==> src/rtl/mem_pkg.sv <==
// rtl/mem_pkg.sv - shared opcodes, FSM states and lane helper for the load/store unit
package mem_pkg;

  localparam logic [5:0] INST_I_LB  = 6'h20;
  localparam logic [5:0] INST_I_LH  = 6'h21;
  localparam logic [5:0] INST_I_LW  = 6'h23;
  localparam logic [5:0] INST_I_LBU = 6'h24;
  localparam logic [5:0] INST_I_LHU = 6'h25;
  localparam logic [5:0] INST_I_SB  = 6'h28;
  localparam logic [5:0] INST_I_SH  = 6'h29;
  localparam logic [5:0] INST_I_SW  = 6'h2B;

  localparam int unsigned MEM_TIMEOUT_DEFAULT = 255;

  typedef enum logic [1:0] {
    ST_IDLE = 2'd0,
    ST_REQ  = 2'd1,
    ST_RESP = 2'd2
  } state_e;

  // Big-endian: byte offset 0 lives in lane 3 (bits 31:24).
  function automatic logic [1:0] be_lane(input logic [1:0] off);
    return ~off;
  endfunction

endpackage

==> src/rtl/mem_access_unit_if.sv <==
// rtl/mem_access_unit_if.sv - pipeline request, memory port and writeback response bundle
interface mem_access_unit_if;
  logic        req_valid;
  logic        req_ready;
  logic [5:0]  opcode;
  logic [31:0] addr;
  logic [31:0] wdata;
  logic [4:0]  rd;
  logic        mem_req;
  logic        mem_we;
  logic [31:0] mem_addr;
  logic [3:0]  mem_be;
  logic [31:0] mem_wdata;
  logic        mem_ack;
  logic [31:0] mem_rdata;
  logic        resp_valid;
  logic [4:0]  resp_rd;
  logic [31:0] resp_data;
  logic        resp_err;
  logic        busy;

  modport slave (
    input  req_valid, opcode, addr, wdata, rd, mem_ack, mem_rdata,
    output req_ready, mem_req, mem_we, mem_addr, mem_be, mem_wdata,
           resp_valid, resp_rd, resp_data, resp_err, busy
  );

  modport master (
    output req_valid, opcode, addr, wdata, rd, mem_ack, mem_rdata,
    input  req_ready, mem_req, mem_we, mem_addr, mem_be, mem_wdata,
           resp_valid, resp_rd, resp_data, resp_err, busy
  );
endinterface

==> src/rtl/mem_lane_align.sv <==
// rtl/mem_lane_align.sv - combinational byte-lane steering and load extension
// SB/SH are only supported when MEM_SUBWORD_STORE_EN is defined.
module mem_lane_align
  import mem_pkg::*;
(
  input  logic [5:0]  opcode_i,
  input  logic [1:0]  off_i,
  input  logic [31:0] wdata_i,
  input  logic [31:0] rdata_i,
  output logic [3:0]  be_o,
  output logic [31:0] sdata_o,
  output logic [31:0] ldata_o,
  output logic        is_mem_o,
  output logic        is_store_o,
  output logic        misalign_o,
  output logic        unsupported_o
);

  logic [1:0]  byte_lane;
  logic [1:0]  half_lane;
  logic [7:0]  rbyte;
  logic [15:0] rhalf;

  // A halfword's lowest lane is the lane of its second byte.
  assign byte_lane = be_lane(off_i);
  assign half_lane = be_lane({off_i[1], 1'b1});
  assign rbyte     = rdata_i[{byte_lane, 3'b000} +: 8];
  assign rhalf     = rdata_i[{half_lane, 3'b000} +: 16];

  always_comb begin
    be_o          = 4'b0000;
    sdata_o       = 32'h0;
    ldata_o       = 32'h0;
    is_mem_o      = 1'b0;
    is_store_o    = 1'b0;
    misalign_o    = 1'b0;
    unsupported_o = 1'b0;
    case (opcode_i)
      INST_I_LB: begin
        is_mem_o = 1'b1;
        be_o     = 4'b1111;
        ldata_o  = {{24{rbyte[7]}}, rbyte};
      end
      INST_I_LBU: begin
        is_mem_o = 1'b1;
        be_o     = 4'b1111;
        ldata_o  = {24'h0, rbyte};
      end
      INST_I_LH: begin
        is_mem_o   = 1'b1;
        be_o       = 4'b1111;
        misalign_o = off_i[0];
        ldata_o    = {{16{rhalf[15]}}, rhalf};
      end
      INST_I_LHU: begin
        is_mem_o   = 1'b1;
        be_o       = 4'b1111;
        misalign_o = off_i[0];
        ldata_o    = {16'h0, rhalf};
      end
      INST_I_LW: begin
        is_mem_o   = 1'b1;
        be_o       = 4'b1111;
        misalign_o = |off_i;
        ldata_o    = rdata_i;
      end
      INST_I_SB: begin
        is_mem_o   = 1'b1;
        is_store_o = 1'b1;
        be_o       = 4'b0001 << byte_lane;
        sdata_o    = {4{wdata_i[7:0]}};
`ifdef MEM_SUBWORD_STORE_EN
        unsupported_o = 1'b0;
`else
        unsupported_o = 1'b1;
`endif
      end
      INST_I_SH: begin
        is_mem_o   = 1'b1;
        is_store_o = 1'b1;
        misalign_o = off_i[0];
        be_o       = 4'b0011 << half_lane;
        sdata_o    = {2{wdata_i[15:0]}};
`ifdef MEM_SUBWORD_STORE_EN
        unsupported_o = 1'b0;
`else
        unsupported_o = 1'b1;
`endif
      end
      INST_I_SW: begin
        is_mem_o   = 1'b1;
        is_store_o = 1'b1;
        misalign_o = |off_i;
        be_o       = 4'b1111;
        sdata_o    = wdata_i;
      end
      default: ;
    endcase
  end

endmodule

==> src/rtl/mem_access_unit.sv <==
// rtl/mem_access_unit.sv - single-outstanding load/store unit with timeout
// Sub-word store support follows MEM_SUBWORD_STORE_EN (see mem_lane_align).
module mem_access_unit
  import mem_pkg::*;
#(
  parameter int unsigned MEM_TIMEOUT = MEM_TIMEOUT_DEFAULT
) (
  input  logic             clk,
  input  logic             rst,
  mem_access_unit_if.slave bus
);

  localparam logic [15:0] CNT_LAST = 16'(MEM_TIMEOUT - 1);

  state_e      state_q, state_d;
  logic [5:0]  opcode_q, opcode_d;
  logic [1:0]  off_q, off_d;
  logic [4:0]  rd_q, rd_d;
  logic [15:0] cnt_q, cnt_d;

  logic        req_ready_q, req_ready_d;
  logic        busy_q, busy_d;
  logic        mem_req_q, mem_req_d;
  logic        mem_we_q, mem_we_d;
  logic [31:0] mem_addr_q, mem_addr_d;
  logic [3:0]  mem_be_q, mem_be_d;
  logic [31:0] mem_wdata_q, mem_wdata_d;
  logic        resp_valid_q, resp_valid_d;
  logic [4:0]  resp_rd_q, resp_rd_d;
  logic [31:0] resp_data_q, resp_data_d;
  logic        resp_err_q, resp_err_d;

  logic        idle;
  logic [5:0]  la_opcode;
  logic [1:0]  la_off;
  logic [3:0]  la_be;
  logic [31:0] la_sdata;
  logic [31:0] la_ldata;
  logic        la_is_mem, la_is_store, la_misalign, la_unsupported;

  // In IDLE the aligner decodes the incoming op; afterwards the latched one.
  assign idle      = (state_q == ST_IDLE);
  assign la_opcode = idle ? bus.opcode : opcode_q;
  assign la_off    = idle ? bus.addr[1:0] : off_q;

  mem_lane_align u_align (
    .opcode_i      (la_opcode),
    .off_i         (la_off),
    .wdata_i       (bus.wdata),
    .rdata_i       (bus.mem_rdata),
    .be_o          (la_be),
    .sdata_o       (la_sdata),
    .ldata_o       (la_ldata),
    .is_mem_o      (la_is_mem),
    .is_store_o    (la_is_store),
    .misalign_o    (la_misalign),
    .unsupported_o (la_unsupported)
  );

  always_ff @(posedge clk or negedge rst) begin
    if (!rst) begin
      state_q      <= ST_IDLE;
      opcode_q     <= 6'h0;
      off_q        <= 2'b00;
      rd_q         <= 5'h0;
      cnt_q        <= 16'h0;
      req_ready_q  <= 1'b1;
      busy_q       <= 1'b0;
      mem_req_q    <= 1'b0;
      mem_we_q     <= 1'b0;
      mem_addr_q   <= 32'h0;
      mem_be_q     <= 4'h0;
      mem_wdata_q  <= 32'h0;
      resp_valid_q <= 1'b0;
      resp_rd_q    <= 5'h0;
      resp_data_q  <= 32'h0;
      resp_err_q   <= 1'b0;
    end else begin
      state_q      <= state_d;
      opcode_q     <= opcode_d;
      off_q        <= off_d;
      rd_q         <= rd_d;
      cnt_q        <= cnt_d;
      req_ready_q  <= req_ready_d;
      busy_q       <= busy_d;
      mem_req_q    <= mem_req_d;
      mem_we_q     <= mem_we_d;
      mem_addr_q   <= mem_addr_d;
      mem_be_q     <= mem_be_d;
      mem_wdata_q  <= mem_wdata_d;
      resp_valid_q <= resp_valid_d;
      resp_rd_q    <= resp_rd_d;
      resp_data_q  <= resp_data_d;
      resp_err_q   <= resp_err_d;
    end
  end

  always_comb begin
    state_d      = state_q;
    opcode_d     = opcode_q;
    off_d        = off_q;
    rd_d         = rd_q;
    cnt_d        = cnt_q;
    req_ready_d  = req_ready_q;
    busy_d       = busy_q;
    mem_req_d    = mem_req_q;
    mem_we_d     = mem_we_q;
    mem_addr_d   = mem_addr_q;
    mem_be_d     = mem_be_q;
    mem_wdata_d  = mem_wdata_q;
    resp_valid_d = 1'b0;
    resp_rd_d    = 5'h0;
    resp_data_d  = 32'h0;
    resp_err_d   = 1'b0;

    case (state_q)
      ST_IDLE: begin
        if (bus.req_valid) begin
          opcode_d    = bus.opcode;
          off_d       = bus.addr[1:0];
          rd_d        = bus.rd;
          req_ready_d = 1'b0;
          busy_d      = 1'b1;
          if (!la_is_mem || la_misalign || la_unsupported) begin
            state_d      = ST_RESP;
            resp_valid_d = 1'b1;
            resp_err_d   = la_is_mem;
          end else begin
            state_d     = ST_REQ;
            cnt_d       = 16'h0;
            mem_req_d   = 1'b1;
            mem_we_d    = la_is_store;
            mem_addr_d  = {bus.addr[31:2], 2'b00};
            mem_be_d    = la_be;
            mem_wdata_d = la_is_store ? la_sdata : 32'h0;
          end
        end
      end
      ST_REQ: begin
        // An ack on the final allowed cycle still wins over the timeout.
        if (bus.mem_ack || cnt_q == CNT_LAST) begin
          state_d      = ST_RESP;
          mem_req_d    = 1'b0;
          mem_we_d     = 1'b0;
          mem_addr_d   = 32'h0;
          mem_be_d     = 4'h0;
          mem_wdata_d  = 32'h0;
          resp_valid_d = 1'b1;
          if (bus.mem_ack) begin
            resp_rd_d   = la_is_store ? 5'h0 : rd_q;
            resp_data_d = la_is_store ? 32'h0 : la_ldata;
          end else begin
            resp_err_d = 1'b1;
          end
        end else begin
          cnt_d = cnt_q + 16'd1;
        end
      end
      ST_RESP: begin
        state_d     = ST_IDLE;
        req_ready_d = 1'b1;
        busy_d      = 1'b0;
      end
      default: state_d = ST_IDLE;
    endcase
  end

  assign bus.req_ready  = req_ready_q;
  assign bus.busy       = busy_q;
  assign bus.mem_req    = mem_req_q;
  assign bus.mem_we     = mem_we_q;
  assign bus.mem_addr   = mem_addr_q;
  assign bus.mem_be     = mem_be_q;
  assign bus.mem_wdata  = mem_wdata_q;
  assign bus.resp_valid = resp_valid_q;
  assign bus.resp_rd    = resp_rd_q;
  assign bus.resp_data  = resp_data_q;
  assign bus.resp_err   = resp_err_q;

endmodule

==> src/flat_wrapper.sv <==
// flat-port wrapper written by rule: the top's interface ports become plain ports
module mem_access_unit_flat import mem_pkg::*;
#(
  parameter int unsigned MEM_TIMEOUT = MEM_TIMEOUT_DEFAULT
)
  (clk, rst, bus_req_valid, bus_opcode, bus_addr, bus_wdata, bus_rd, bus_mem_ack, bus_mem_rdata, bus_req_ready, bus_mem_req, bus_mem_we, bus_mem_addr, bus_mem_be, bus_mem_wdata, bus_resp_valid, bus_resp_rd, bus_resp_data, bus_resp_err, bus_busy);
  mem_access_unit_if bus_i ();
  input  logic clk;
  input  logic rst;
  input wire logic [$bits(bus_i.req_valid)-1:0] bus_req_valid;
  input wire logic [$bits(bus_i.opcode)-1:0] bus_opcode;
  input wire logic [$bits(bus_i.addr)-1:0] bus_addr;
  input wire logic [$bits(bus_i.wdata)-1:0] bus_wdata;
  input wire logic [$bits(bus_i.rd)-1:0] bus_rd;
  input wire logic [$bits(bus_i.mem_ack)-1:0] bus_mem_ack;
  input wire logic [$bits(bus_i.mem_rdata)-1:0] bus_mem_rdata;
  output wire logic [$bits(bus_i.req_ready)-1:0] bus_req_ready;
  output wire logic [$bits(bus_i.mem_req)-1:0] bus_mem_req;
  output wire logic [$bits(bus_i.mem_we)-1:0] bus_mem_we;
  output wire logic [$bits(bus_i.mem_addr)-1:0] bus_mem_addr;
  output wire logic [$bits(bus_i.mem_be)-1:0] bus_mem_be;
  output wire logic [$bits(bus_i.mem_wdata)-1:0] bus_mem_wdata;
  output wire logic [$bits(bus_i.resp_valid)-1:0] bus_resp_valid;
  output wire logic [$bits(bus_i.resp_rd)-1:0] bus_resp_rd;
  output wire logic [$bits(bus_i.resp_data)-1:0] bus_resp_data;
  output wire logic [$bits(bus_i.resp_err)-1:0] bus_resp_err;
  output wire logic [$bits(bus_i.busy)-1:0] bus_busy;
  assign bus_i.req_valid = bus_req_valid;
  assign bus_i.opcode = bus_opcode;
  assign bus_i.addr = bus_addr;
  assign bus_i.wdata = bus_wdata;
  assign bus_i.rd = bus_rd;
  assign bus_i.mem_ack = bus_mem_ack;
  assign bus_i.mem_rdata = bus_mem_rdata;
  assign bus_req_ready = bus_i.req_ready;
  assign bus_mem_req = bus_i.mem_req;
  assign bus_mem_we = bus_i.mem_we;
  assign bus_mem_addr = bus_i.mem_addr;
  assign bus_mem_be = bus_i.mem_be;
  assign bus_mem_wdata = bus_i.mem_wdata;
  assign bus_resp_valid = bus_i.resp_valid;
  assign bus_resp_rd = bus_i.resp_rd;
  assign bus_resp_data = bus_i.resp_data;
  assign bus_resp_err = bus_i.resp_err;
  assign bus_busy = bus_i.busy;
  mem_access_unit #(.MEM_TIMEOUT(MEM_TIMEOUT)) u_core (.clk(clk), .rst(rst), .bus(bus_i));
endmodule
==> config.mk <==
export PLATFORM = sky130hd
export DESIGN_NAME = mem_access_unit_flat
export DESIGN_NICKNAME = d
export VERILOG_FILES = /design/src/rtl/mem_pkg.sv /design/src/rtl/mem_access_unit_if.sv /design/src/rtl/mem_lane_align.sv /design/src/rtl/mem_access_unit.sv /design/src/flat_wrapper.sv
export SDC_FILE = /design/constraint.sdc
export NUM_CORES = 1
export LEC_CHECK = 0
export ABC_AREA = 1
export ABC_CLOCK_PERIOD_IN_PS = 1930
export CORE_MARGIN = 5
export CORE_UTILIZATION = 30
export DETAILED_ROUTE_END_ITERATION = 7
export GPL_ROUTABILITY_DRIVEN = 0
export PLACE_DENSITY_LB_ADDON = 0.08
export SETUP_SLACK_MARGIN = 0.15
export SLEW_MARGIN = 10
export SYNTH_ARGS = -nofsm -noshare
export SYNTH_HDL_FRONTEND = slang
export SYNTH_SLANG_ARGS = --single-unit
==> constraint.sdc <==
create_clock -name clk -period 1.93 [get_ports clk]
set_clock_uncertainty 0.1 [all_clocks]
set_input_delay 0.4825 -clock clk [delete_from_list [all_inputs] [get_ports clk]]
set_output_delay 0.4825 -clock clk [all_outputs]
set_load 0.005 [all_outputs]
==> Word level (Yosys, flattened, before mapping) <==
Cells that the tools add are included.
{ "totals": {"regBits": 142, "inputBits": 111, "word_cells": 114} }
{ "op_classes": {"addsub": 1, "eq_ne": 15, "n_shift": 4, "mux": 57, "bitwise": 2, "n_reduce_logical": 19} }
{ "op_table": {"columns": ["op", "n"], "rows": [
  ["32-bit two-way mux", 10],
  ["32-bit one-hot mux with 5 select lines", 1],
  ["32-bit one-hot mux with 2 select lines", 2],
  ["32-bit one-hot mux with 3 select lines", 1],
  ["6-bit equality test (second input constant)", 8],
  ["16-bit two-way mux", 3],
  ["16-bit one-hot mux with 2 select lines", 1],
  ["32-bit by 6-bit indexed part select with 16-bit output", 1],
  ["32-bit by 6-bit indexed part select with 8-bit output", 1],
  ["5-bit two-way mux", 4],
  ["1-bit two-way mux", 17],
  ["16-bit by 1-bit adder with 16-bit output (second input constant)", 1],
  ["16-bit by 8-bit equality test with 1-bit output (second input constant)", 1],
  ["1-bit one-hot mux with 2 select lines", 7],
  ["4-bit two-way mux", 3],
  ["4-bit one-hot mux with 3 select lines", 1],
  ["2-bit two-way mux", 4],
  ["4-bit one-hot mux with 2 select lines", 1],
  ["4-bit AND reduction", 2],
  ["8-bit OR reduction", 1],
  ["6-bit two-way mux", 1],
  ["2-bit inequality test (second input constant)", 3],
  ["2-bit AND reduction", 3],
  ["2-bit OR reduction", 3],
  ["13 further kinds", 18]
]} }

==> Logic depth before layout (Yosys ltp) <==
{ "depth": {"depth_word": 11, "ltp_mapped": 14, "ltp_nobuf": 13} }

==> By module <==
From an unflattened synthesis, not the netlist that was laid out.
{ "unflattened": {"hier_cells": 997, "hier_area_um2": 7394.6} }
{ "modules_own_cells": {"columns": ["module", "n_inst", "cells_each", "area_each_um2", "seq_area_each_um2"], "rows": [
  ["mem_access_unit", 1, 673, 5825.6, 3504.6],
  ["mem_lane_align", 1, 324, 1569.0, 0.0]
]} }

==> Worst setup path before layout <==
No wires, ideal clock.
{ "synth_timing": {"path_kind": "register to register", "start": "reg u_core.state_q[0]", "end": "reg u_core.resp_data_q[21] (netlist: u_core.bus.resp_data[21])", "setup_time_ns": 0.116, "t_arrival_ns": 1.776, "required_ns": 1.714, "slack_ns": -0.062, "stages_incl_launch_ff": 14, "path_buffers": 3, "period_less_slack_ns": 1.992, "cell_sequence": "dfrtp_1 -> nor2_4 -> buf_6 -> nand2_1 -> nand2_2 -> nand2_1 -> nor2_4 -> nand2_1 -> nand3_4 -> nor2_4 -> inv_2 -> buf_6 -> buf_6 -> nor2_1"} }
{ "synth_via": {"elab_chain_len": 9, "word_cells_on_any_way": 23} }
{ "synth_lines": {"columns": ["element", "line", "rtl"], "rows": [
  ["from (decl)", "mem_access_unit.sv:15", "state_e state_q, state_d;"],
  ["from (signal assigned)", "mem_access_unit.sv:79", "state_q <= state_d;"],
  ["2-bit zero test", "mem_access_unit.sv:42", "assign idle = (state_q == ST_IDLE);"],
  ["2-bit two-way mux or 6-bit two-way mux (tied branches)", "mem_access_unit.sv:44, mem_access_unit.sv:43", null],
  ["2-bit inverter or 6-bit equality test (tied branches)", "mem_pkg.sv:23, mem_lane_align.sv:38", null],
  ["32-bit by 6-bit indexed part select with 16-bit output (tied with other cells)", "mem_lane_align.sv:28", "assign rhalf = rdata_i[{half_lane, 3'b000} +: 16];"],
  ["32-bit one-hot mux with 5 select lines or 1-bit two-way mux (tied branches)", "mem_lane_align.sv:38", "case (opcode_i)"],
  ["32-bit two-way mux", "mem_access_unit.sv:151", "resp_data_d = la_is_store ? 32'h0 : la_ldata;"],
  ["32-bit two-way mux", "mem_access_unit.sv:149", "if (bus.mem_ack) begin"],
  ["32-bit two-way mux", "mem_access_unit.sv:141", "if (bus.mem_ack || cnt_q == CNT_LAST) begin"],
  ["32-bit two-way mux (*)", "mem_access_unit.sv:116", "case (state_q)"],
  ["via u_core.resp_data_d[21]", "mem_access_unit.sv:30", "logic [31:0] resp_data_q, resp_data_d;"],
  ["to (signal assigned)", "mem_access_unit.sv:93", "resp_data_q <= resp_data_d;"],
  ["to (decl)", "mem_access_unit.sv:30", null]
]} }
The timed path passes the listed nets; every way through them passes the cells marked *.
A chain may end at the register's enable or synchronous reset.

==> Final worst setup path <==
{ "layout_timing": {"start": "reg u_core.state_q[1]", "end": "reg u_core.mem_be_q[3] (netlist: u_core.bus.mem_be[3])"} }
{ "layout_via": {"elab_chain_len": 10, "word_cells_on_any_way": 37} }
{ "layout_lines": {"columns": ["element", "line", "rtl"], "rows": [
  ["2-bit zero test", "mem_access_unit.sv:42, mem_access_unit.sv:116", null],
  ["6-bit two-way mux", "mem_access_unit.sv:43", "assign la_opcode = idle ? bus.opcode : opcode_q;"],
  ["6-bit equality test", "mem_lane_align.sv:38", null],
  ["8-bit OR reduction (no line)", null, null],
  ["1-bit two-way mux", "mem_lane_align.sv:38", null],
  ["1-bit zero test", "mem_access_unit.sv:124", "if (!la_is_mem || la_misalign || la_unsupported) begin"],
  ["1-bit logical OR (2 in a row)", "mem_access_unit.sv:124", null],
  ["2-bit inequality test (no line)", null, null],
  ["4-bit AND reduction (no line)", null, null],
  ["to (signal assigned)", "mem_access_unit.sv:89", "mem_be_q <= mem_be_d;"],
  ["to (decl)", "mem_access_unit.sv:26", "logic [3:0] mem_be_q, mem_be_d;"]
]} }
Several ways; a longest one is shown, not always the timed one. The select of a mux whose other input is x is not followed.

==> run summary <==
After detailed routing, the number of vias per cell comes to 4.55. The min-delay analysis places its worst path in the category input port to async pin. The routed design has 25700 um of wire.

Part of the Yosys area used for sequential elements: 46.4%. Fraction of synthesis flops using an asynchronous set or reset pin: 100%. The number of pins exceeding their max-slew limit in the final report was 0; the area added between synthesis and finish was 56.5%. The run gives 1655 as the post-layout instance count excluding filler cells.

The clock period minus final worst setup slack was 2.02 ns. In this run the worst path has a maximum fanout of 12. By startpoint and endpoint, the worst setup path is classified as flop to flop. The logs give 7655 for the number of global-route vias before repair and 0 for the total of warnings raised by yosys.

TritonCTS built the clock tree. Element type at the critical path start: a flop. Of the cells placed in the final design, the portion with a size suffix greater than 1 is 15.7%. Setup total negative slack on the finished layout was measured at -6.45 ns. The tools report the post-synthesis cell count as 1026. In this run the power density over the cells is 1280 nW/um^2. The most numerous cell in the Yosys netlist was sky130_fd_sc_hd__nand2_1. The required time at the worst-slack endpoint is 2.14 ns, and the overall global routing resource usage is 18.1%. The total number of vias was 7523; the portion of synthesized cell area occupied by the leading cell type was 46.1%. Entering global routing, the biggest net connects 53 pins. The die boundary width was 169 um.

Across all hold checks on the routed design, the worst slack comes to 0.336 ns. The vertical die dimension came out at 169 um. The tool flagged a number of max-cap violations equal to 0. The I/O pin count was 222; the synthesized area per cell was 7.36 um^2. The first detailed-routing pass ran for 4 iterations. After legalization and detailed placement, the total HPWL measured 18500 um. The worst-case IR drop observed on VDD is 0.717 mV. The mean routed wirelength per cell works out to 15.5 um.

Once detail routing completed, the nets flagged for antenna violations numbered 0. Yosys mapped a number of flops with a built-in enable equal to 0. In this run the static leakage power is 6.69 nW. The H-tree was split into 4 levels.

The flow ran to the end, but the final reports show violations. The tools report the cell chosen for the clock root as sky130_fd_sc_hd__clkbuf_16. The top flip-flop cell by instance count after synthesis was sky130_fd_sc_hd__dfrtp_1. Initial antenna violation count: 0.

The mapped netlist covers 7550 um^2. The run gives -0.0921 ns as the minimum setup slack in the final design. At the worst endpoint, the arrival time is 2.23 ns.

The worst setup path is captured at a flop. For the number of rows in the core area, the log shows 58. Counting instances in the post-synthesis netlist gives the leading cell types as sky130_fd_sc_hd__nand2_1, sky130_fd_sc_hd__dfrtp_1, sky130_fd_sc_hd__nand3_1, sky130_fd_sc_hd__nor2_1, sky130_fd_sc_hd__inv_1.

Based on the critical path, the design can be clocked at up to 495 MHz. Of the available clock period, the critical path in the final layout requires 105%. The post-layout net count is 1426.

The number of storage elements in the synthesis netlist came out at 140. The insertion delay of the later-clocked pin in the worst-skew pair is 0.42 ns. The die covers 28400 um^2. The cell taking the most area after synthesis is sky130_fd_sc_hd__dfrtp_1.

The initial standard-cell utilization of the core is 30.2%. The placeable core region was 25000 um^2; the total setup violations reported at the end of the flow was 116. In the routed design, unresolved DRC markers number 0. The detailed router finished its first iteration with 425 violations. The final count of hold timing violations was 0. Setup repair after global routing could not meet its margin everywhere. The checks that failed: negative setup slack. The first global-routing pass estimated 41600 um of wire. The filler cell count was 2566. Counting along the longest clock path gives a buffer depth of 2. Clock edge transition at the registers on the reported setup and hold paths: 0.06 ns. The number of antenna diodes in the final layout is 0. For the TritonCTS buffer count, the log shows 17. In this run, distinct cell masters in the synthesized netlist total 41. Global routing finished with a remaining overflow of 0. The number of placed instances, taps included, is 1614. The number of buffers inserted by port buffering came out at 219. In the post-synthesis netlist, the biggest area contributors are sky130_fd_sc_hd__dfrtp_1, sky130_fd_sc_hd__nand2_1, sky130_fd_sc_hd__nand3_1.

The tools report the number of clock sinks seen by CTS as 140.
timing repair:
| action | CTS | global route |
|---|---|---|
| resized for setup | 103 | 68 |
| setup endpoints to repair | 234 | 162 |
| endpoints found under the hold margin | 9 | 0 |
| setup buffers | 6 | 1 |
| pin swaps | 6 | 7 |
| cloned | 1 | 1 |
| hold buffers | 1 | 0 |
path summary, 6_finish.rpt:
path / from / endpoint / slack (ns) / cells after the start
min in group clk: u_core.bus.mem_addr[26] / u_core.bus.mem_addr[26] / 0.37 / 2
max: u_core.state_q[1] / u_core.bus.mem_be[3] / -0.09 / 12
max in group asynchronous: rst / u_core.bus.mem_addr[25] / 0.74 / 3
min: rst / u_core.bus.resp_data[18] / 0.34 / 2
max reg2reg: u_core.state_q[1] / u_core.bus.mem_be[3] / -0.09 / 12
min reg2reg: u_core.bus.mem_addr[26] / u_core.bus.mem_addr[26] / 0.37 / 2
per-stage QoR:
stage	power [mW]	setup slack [ns]	utilization, %	instance area, um^2
3_3_place_gp	11.4	-0.704	43.5	10900
3_5_place_dp	11.4	-0.713	43.5	10900
2_1_floorplan	7.67	0.00927	-	7620
5_1_grt	16.3	-0.201	47.3	11800
6_report	15.1	-0.0921	47.3	11800
4_1_cts	15.2	-0.0984	46.5	11600
cell type report:
| class | count | area, um^2 | area share (%) |
|---|---|---|---|
| multi-input cells | 758 | 3660 | 31.0 |
| repair buffers | 325 | 3320 | 28.1 |
| inverters | 71 | 282 | 2.38 |
| clock inverters | 12 | 185 | 1.57 |
| flip-flops and latches | 140 | 3500 | 29.7 |
| well taps | 330 | 413 | 3.49 |
| clock buffers | 19 | 453 | 3.83 |
logic make-up after synthesis:
logic type,synth area share [%]
simple gates,38.0
flops,46.4
buf+inv,7.79
compound gates,6.18
xor+xnor,0.812
mux,0.398
fa+ha+maj,0.331
other cells,0.0497
report_power, final:
| part | switching [mW] | internal [mW] |
|---|---|---|
| Combinational | 4.08 | 3.28 |
| Sequential | 0.440 | 3.73 |
| Clock | 1.38 | 2.24 |
| Total | 5.90 | 9.25 |
flip-flops by register name, indices dropped and copies added (netlist names):
| name | flops |
|---|---|
| u_core.state_q | 2 |
| u_core.bus.mem_addr | 30 |
| u_core.cnt_q | 16 |
| u_core.bus.req_ready | 1 |
| u_core.bus.resp_err | 1 |
| u_core.off_q | 2 |
| u_core.bus.mem_wdata | 32 |
| u_core.bus.busy | 1 |
| u_core.rd_q | 5 |
| u_core.bus.resp_rd | 5 |
| u_core.bus.mem_be | 4 |
| u_core.bus.resp_data | 32 |
| u_core.opcode_q | 6 |
| u_core.bus.mem_we | 1 |
| u_core.bus.mem_req | 1 |
| u_core.bus.resp_valid | 1 |
routing by layer:
| metal | vias to the layer above | wire length, um | GRT usage, % |
|---|---|---|---|
| li1 | 3837 | - | - |
| met1 | 3493 | 11700 | 24.1 |
| met2 | 172 | 12300 | 29.9 |
| met3 | 21 | 1330 | 4.27 |
| met4 | 0 | 316 | 4.45 |
| met5 | - | 0 | 0 |
worst max-delay path, cell delays in order (launching register included):
cell and delay, ns:
sky130_fd_sc_hd__dfrtp_1 0.42, sky130_fd_sc_hd__nor2_4 0.07, sky130_fd_sc_hd__buf_12 0.15, sky130_fd_sc_hd__nand2_2 0.08
sky130_fd_sc_hd__nand2_4 0.08, sky130_fd_sc_hd__nor2_4 0.15, sky130_fd_sc_hd__nand4_1 0.17, sky130_fd_sc_hd__nand3_4 0.15
sky130_fd_sc_hd__nand2_4 0.08, sky130_fd_sc_hd__buf_8 0.15, sky130_fd_sc_hd__buf_12 0.15, sky130_fd_sc_hd__nand3_4 0.08
sky130_fd_sc_hd__nand2_1 0.07
cells in the final DEF (no fill, tap or decap), types with 7 or more instances in the layout:
cell type / instances
sky130_fd_sc_hd__nor2_4: 8
sky130_fd_sc_hd__nor2_1: 93
sky130_fd_sc_hd__nand3b_1: 31
sky130_fd_sc_hd__nand2_1: 372
sky130_fd_sc_hd__nand2_2: 17
sky130_fd_sc_hd__o2111ai_1: 8
sky130_fd_sc_hd__buf_6: 7
sky130_fd_sc_hd__buf_12: 21
sky130_fd_sc_hd__o21ai_0: 29
sky130_fd_sc_hd__dlygate4sd2_1: 72
sky130_fd_sc_hd__a21oi_1: 15
sky130_fd_sc_hd__buf_4: 75
sky130_fd_sc_hd__clkdlybuf4s50_1: 109
sky130_fd_sc_hd__nor3_1: 9
sky130_fd_sc_hd__inv_2: 10
sky130_fd_sc_hd__nand3_1: 104
sky130_fd_sc_hd__clkbuf_16: 18
sky130_fd_sc_hd__inv_1: 58
sky130_fd_sc_hd__nand2_4: 7
sky130_fd_sc_hd__o21ai_1: 7
sky130_fd_sc_hd__dlymetal6s2s_1: 36
sky130_fd_sc_hd__dfrtp_1: 139
No activity file was read; power rests on OpenSTA's default activity.
